===== config.mk =====
export PLATFORM = sky130hd
export DESIGN_NAME = io_request_encoder
export DESIGN_NICKNAME = d
export VERILOG_FILES = /design/src/rtl/nibbler_io_pkg.sv /design/src/rtl/rr_priority_select.sv /design/src/rtl/io_request_encoder.sv
export SDC_FILE = /design/constraint.sdc
export NUM_CORES = 1
export LEC_CHECK = 0
export CAP_MARGIN = 10
export CORE_ASPECT_RATIO = 1.75
export CORE_MARGIN = 5
export CORE_UTILIZATION = 59
export DETAILED_ROUTE_END_ITERATION = 10
export GPL_ROUTABILITY_DRIVEN = 1
export MAX_ROUTING_LAYER = met4
export PLACE_DENSITY_LB_ADDON = 0.12
export SYNTH_ARGS = -nofsm -noshare
export SYNTH_HDL_FRONTEND = slang
export SYNTH_SLANG_ARGS = --single-unit

===== constraint.sdc =====
create_clock -name clk -period 9.9 [get_ports clk]
set_input_delay 1.485 -clock clk [delete_from_list [all_inputs] [get_ports clk]]
set_output_delay 1.485 -clock clk [all_outputs]
set_load 0.005 [all_outputs]

===== src/rtl/nibbler_io_pkg.sv =====
// Shared definitions for the Nibbler I/O port decoder and request encoder.
package nibbler_io_pkg;

  localparam int IO_ID_W  = 4;
  localparam int IO_PORTS = 16;

  typedef enum logic {
    IDLE    = 1'b0,
    PRESENT = 1'b1
  } io_enc_state_t;

  typedef logic [IO_ID_W-1:0]  io_id_t;
  typedef logic [IO_PORTS-1:0] io_mask_t;

endpackage


===== src/rtl/rr_priority_select.sv =====
// Round-robin find-first: the search starts one above last_grant and wraps.
// Rotate the mask so the start index lands at bit 0, pick the lowest set
// bit, then add the start back. Relies on M == 2**N so index math wraps.
module rr_priority_select #(
  parameter int N = 4,
  parameter int M = 16
) (
  input  logic [M-1:0] pending,
  input  logic [N-1:0] last_grant,
  output logic [N-1:0] winner,
  output logic         any
);

  logic [N-1:0] w_start;
  logic [M-1:0] w_rot;
  logic [N-1:0] w_off;

  assign w_start = last_grant + {{(N-1){1'b0}}, 1'b1};

  // Rotate pending right by w_start.
  always_comb begin
    w_rot = '0;
    for (int i = 0; i < M; i++) begin
      w_rot[i] = pending[w_start + N'(i)];
    end
  end

  // Lowest set bit of the rotated mask; scanning downward leaves the lowest.
  always_comb begin
    w_off = '0;
    for (int i = M - 1; i >= 0; i--) begin
      if (w_rot[i]) w_off = N'(i);
    end
  end

  assign winner = w_start + w_off;
  assign any    = |pending;

endmodule


===== src/rtl/io_request_encoder.sv =====
// Latches rising edges on device request lines as pending, arbitrates them
// round-robin and presents the winner to the CPU as a binary port ID with
// a valid/ack handshake.
//
// state   | meaning
// IDLE    | nothing presented; load winner when enabled and a request pends
// PRESENT | id/valid held until ack (grant consumed) or enable drop (withdrawn)
module io_request_encoder
  import nibbler_io_pkg::*;
#(
  parameter int N = IO_ID_W,
  parameter int M = IO_PORTS
) (
  input  logic         clk,
  input  logic         reset,
  input  logic         enable,
  input  logic [M-1:0] req,
  input  logic         ack,
  output logic         valid,
  output logic [N-1:0] id,
  output logic [M-1:0] pending,
  output logic         lost
);

  if (M != (1 << N)) begin : g_bad_width
    $error("io_request_encoder: M must equal 2**N");
  end

  io_enc_state_t r_state, w_next_state;
  logic [M-1:0]  r_req_q;
  logic [M-1:0]  r_pending;
  logic [N-1:0]  r_last_grant;
  logic [N-1:0]  r_id;
  logic          r_lost;

  logic [M-1:0]  w_rise;
  logic [M-1:0]  w_clear;
  logic [N-1:0]  w_winner;
  logic          w_any;
  logic          w_load;
  logic          w_done;

  rr_priority_select #(.N(N), .M(M)) u_select (
    .pending    (r_pending),
    .last_grant (r_last_grant),
    .winner     (w_winner),
    .any        (w_any)
  );

  assign w_rise  = req & ~r_req_q;
  assign w_clear = w_done ? ({{(M-1){1'b0}}, 1'b1} << r_id) : '0;

  // State register.
  always_ff @(posedge clk) begin
    if (reset) r_state <= IDLE;
    else       r_state <= w_next_state;
  end

  // Next state: ack takes priority over an enable drop while presenting.
  always_comb begin
    w_next_state = r_state;
    case (r_state)
      IDLE:    if (enable && w_any)  w_next_state = PRESENT;
      PRESENT: if (ack || !enable)   w_next_state = IDLE;
      default: w_next_state = IDLE;
    endcase
  end

  // FSM outputs: valid and the load/consume strobes for the datapath.
  always_comb begin
    valid  = 1'b0;
    w_load = 1'b0;
    w_done = 1'b0;
    case (r_state)
      IDLE:    w_load = enable && w_any;
      PRESENT: begin
        valid  = 1'b1;
        w_done = ack;
      end
      default: ;
    endcase
  end

  // Edge capture, pending set/clear (set wins), grant bookkeeping.
  // A rise on the line being acked in the same cycle is not a lost request:
  // the clear is overridden and the line is simply re-arbitrated.
  always_ff @(posedge clk) begin
    if (reset) begin
      r_req_q      <= req;
      r_pending    <= '0;
      r_last_grant <= '1;
      r_id         <= '0;
      r_lost       <= 1'b0;
    end else begin
      r_req_q   <= req;
      r_pending <= (r_pending & ~w_clear) | w_rise;
      r_lost    <= |(w_rise & r_pending & ~w_clear);
      if (w_load) r_id         <= w_winner;
      if (w_done) r_last_grant <= r_id;
    end
  end

  assign id      = r_id;
  assign pending = r_pending;
  assign lost    = r_lost;

endmodule


==> results list <==
- The worst setup path is captured at a flop.
- Origin of the critical flop-to-flop path: r_last_grant[0]
* Buffers from clock root to sink, at most: 2
* Post-route cell area: roughly 0.0034 sq mm
- The biggest area contributor in the post-synthesis netlist is dfxtp_1.
- In this run the tightest slew margin relative to its limit is around 52%.
* TritonCTS buffer count: 5
- Post-route DRC violation count: 0
- For this run, the slowest stage of the critical path takes approximately 650 ps.
- After synthesis, flip-flops and latches occupy 29.8% of the total area.
* Count of placed standard cells including taps: approximately 390
- The synthesized netlist devotes 17.6% of its cell area to compound gates.
- Number of synthesized flops with an enable pin: 0
* Fillcell total: about 350
- Global routing finished with a remaining overflow of 0.
- For this block, the via count after detailed routing is 2479.
- Total Nets Final: roughly 370
- In this run the remaining antenna-violating nets after routing total 0.
* DPL Wire Length: 5970 um
* Destination of the worst register-to-register timing path: id[3]
- After synthesis, the largest family of logic cells by area is multiplexers.
* Summed instance area of the synthesized netlist: approximately 0.0028 sq mm
- Type of origin of the critical path: flop
- Cell count after synthesis: about 300
- Die X: approximately 62 um
- Of the total synthesized cell area, the portion taken by AND, OR, NAND and NOR gates is a little under a fifth.
- Final hold violations: 0
- The first detailed-routing pass ran for 4 iterations.
- Maximum number of pins on one net before global-route repair: 31
- Data arrival time at the worst-slack endpoint: approximately 5500 ps
* Number of antenna diodes: 0
* XOR/XNOR Fraction of Synth Area: approximately 3.6%
* Worst hold slack across all endpoints: approximately 520 ps
- Maximum achievable frequency: 187 MHz
- Number of post-CTS setup repair buffers: 0
* Hold-fix buffers at CTS: 0
- Global placement routability congestion: just under 0.9
- Worst path slowest cell: dfxtp_1
- Number of global-route vias before repair: about 2.5k
- Number of warnings printed during yosys synthesis: 0
- Post-Synth Adder-Cell Area: between 2 and 3%
- Setup repair after global routing left no endpoint under its margin.
* Global-route wire length before repair: 12100 um
- Clock root buffer: clkbuf_8
* Worst clock skew: between 5 and 6 ps
- Share of async-settable or async-resettable flops after synthesis: 0%
- Input and output buffers added on the ports amount to 41.
* Routed wirelength normalized by instance count: 18.9 um
- Core area: 0.00467 sq mm
- The worst setup path is of the reg2reg kind.
- After clock tree synthesis, the clock-pin slew on the worst setup and hold paths is around 80 ps.
- For the worst setup path, the data required time is slightly above 10000 ps.
- Synthesized netlist net count: approximately 330
* Largest cells by area after synthesis: dfxtp_1 30%, mux2i_1 15%, nand2b_1 5.3%, a21oi_1 4.3%, mux4_2 4.0%
- Clk sinks: 42
- Global-route usage over all layers: 25.1%
- The min-delay analysis places its worst path in the category reg2reg.
- Dividing the final minimum period by the clock period gives about 54%.
- Top_reg_cell synth: dfxtp_1
- Final critical-path setup slack: approximately 4500 ps
- CTS H-tree depth: 2
- Of all nets on the critical path, the largest fanout is 30.
- Starting density of the core: slightly above 60%
- Max-cap violations in this run came to 0.
- Count of state elements after synthesis: 42
- Clock tree from TritonCTS: done
* Final critical path time including I/O delays and setup: ~5400 ps
- Routed vias/inst: 6.31
- During I/O placement, the number of pins put on the boundary was between 40 and 50.
- End point of the worst hold path: pending[13]
* Chip height: approximately 100 um
* Fraction of final layout cells sized beyond drive strength 1: under 10%
* Violation count after the first detailed-routing iteration: between 100 and 150
- Adding up every negative setup slack in the final design gives 0 ps.
- The worst-case IR drop observed on VDD is between 0.00015 and 0.0002 V.
* Area of the die: around 0.0063 sq mm
- The signal on the critical path passes through inv_1 > ha_1 > buf_4 > nand2b_1 > o21a_1 > o211ai_1 > mux4_2 > nor3b_1 > or3_1 > a211oi_1 > o21bai_1 > a31oi_1 > ha_1 > a21o_1 > a21oi_1 > xor2_1 > nor3_1 > nand2_1 > o211ai_1.
* Core utilization of the finished layout: between 70% and 80%
- Power spread over the standard cell area amounts to 181 mW/mm^2.
- Setup violations remaining at the end of the flow were counted as 0.
- Initial antenna violation count: 0
- Number of standard cells in the layout, taps in and fillers out: 393
- The flow ran to the end, and the final reports show no timing, DRC or antenna violations.
- At the later pin of the worst-skew pair, clock insertion delay measures approximately 300 ps.
- Layout Area Growth over Synthesis: 19.1%
- Summed over all cells, the static leakage comes to between 1 and 1.5 nW.
- Final max-slew violation count: 0
- Mean area per synthesized cell: around 9.4 sq um
- Floorplan row count: 33
* Portion of netlist area occupied by mux cells: between 20 and 25%
* Count of cells along the worst hold path: 2
- Count of cell types in the netlist: 55
* Final wirelength: 7410 um
- Post-route total power: between 0.6 and 0.7 mW
- Transition time of the tightest slew-check pin: just over 700 ps
- Register-to-Register Setup Slack: between 4000 and 5000 ps
- Area share of the leading cell type in the synthesized netlist: between 20 and 30%
* Hold Startpoint: r_req_q[13]
- Instance area after placement: around 0.0033 sq mm
- Worst setup slack before clock tree synthesis: approximately 4600 ps
* Worst-case reg-to-reg path depth: 19
- PostCTS Resize Cnt: 0
worst max-delay path by stage:
stage                     from    end  slack, ps  cells past startpoint
2_1_floorplan  r_last_grant[0]  id[3]       5330                     21
3_3_place_gp   r_last_grant[0]  id[3]       4780                     19
3_5_place_dp   r_last_grant[0]  id[3]       4590                     19
4_1_cts        r_last_grant[0]  id[3]       4570                     19
5_1_grt        r_last_grant[0]  id[3]       4130                     19
6_report       r_last_grant[0]  id[3]       4550                     19
critical path: cells and delay by family, from the launching register on:
family / cells / cell delay [ps]
XOR/XNOR: 1 / 200
multiplexers: 1 / 560
adder cells (fa/ha/maj): 2 / 710
buffers and inverters: 2 / 800
AND/OR/NAND/NOR: 5 / 760
flip-flops: 1 / 650
AO/OA/AOI/OAI: 8 / 1540
cell type report:
type	instances	area [sq um]	share of cell area [%]
tap	52	65.1	1.94
timing repair buffer	43	425	12.7
inverter	6	22.5	0.670
sequential	42	841	25.0
clock buffer	6	72.6	2.16
multi-input combinational	242	1900	56.4
clock inverter	2	37.5	1.12
synth_stat cells, drive strengths merged (3+ instances only):
| library cell | instances |
|---|---|
| nor2 | 12 |
| xor2 | 4 |
| ha | 5 |
| o22ai | 9 |
| buf | 8 |
| a21oi | 24 |
| xnor2 | 6 |
| and3 | 3 |
| clkbuf | 3 |
| nor4 | 5 |
| mux2 | 9 |
| nor3 | 4 |
| mux4 | 7 |
| nor2b | 7 |
| mux2i | 43 |
| nand3b | 4 |
| o21ai | 20 |
| a211o | 4 |
| dfxtp | 42 |
| nand2 | 16 |
| inv | 6 |
| nand2b | 25 |
routing by layer:
layer | wire [um] | GRT usage [%] | vias to the layer above | part of all wire [%]
li1 | - | - | 1200 | -
met1 | 2660 | 23.7 | 1172 | 36
met2 | 4070 | 46.2 | 79 | 55
met3 | 211 | 3.00 | 28 | 2.8
met4 | 461 | 17.8 | 0 | 6.2
met5 | 0 | - | - | 0
registers in the layout, indices dropped and copies added (netlist names):
signal        count
lost              1
id                4
r_req_q          16
r_last_grant      4
pending          16
r_state           1
placed cells by master (no fill, tap or decap), types with 2 or more instances in the layout:
| master | synthesis | layout |
|---|---|---|
| clkdlybuf4s50_1 | 0 | 41 |
| ha_1 | 5 | 5 |
| nand2b_1 | 24 | 24 |
| nand3b_1 | 4 | 4 |
| o211ai_1 | 2 | 2 |
| nor3_1 | 4 | 4 |
| or2_2 | 2 | 2 |
| and2_1 | 2 | 2 |
| o22ai_1 | 9 | 9 |
| nor2_1 | 12 | 12 |
| a21oi_1 | 24 | 24 |
| nor2b_1 | 7 | 7 |
| buf_4 | 2 | 2 |
| a31oi_1 | 2 | 2 |
| o21ai_0 | 19 | 19 |
| nand3_1 | 2 | 2 |
| a211oi_1 | 2 | 2 |
| clkbuf_8 | 0 | 5 |
| or3_1 | 2 | 2 |
| mux4_1 | 2 | 2 |
| o21bai_1 | 2 | 2 |
| xnor2_1 | 5 | 5 |
| dfxtp_1 | 42 | 42 |
| inv_1 | 6 | 6 |
| xor2_1 | 3 | 3 |
| and3_1 | 3 | 3 |
| a211o_1 | 4 | 4 |
| o21a_1 | 2 | 2 |
| mux2_2 | 9 | 9 |
| mux2i_1 | 43 | 43 |
| mux4_2 | 5 | 5 |
| nand2_1 | 16 | 16 |
| nor4_1 | 5 | 5 |
cells by family after synthesis:
family,Yosys count
buffers and inverters,17
AO/OA/AOI/OAI,77
flip-flops,42
adder cells (fa/ha/maj),6
XOR/XNOR,10
multiplexers,59
AND/OR/NAND/NOR,90
report_power, final:
part,internal [mW],total (mW),switching [mW]
clock network,0.0753,0.136,0.0609
logic,0.129,0.264,0.134
registers,0.184,0.207,0.0236
total,0.388,0.607,0.219
(Power assumes the default switching activity.)
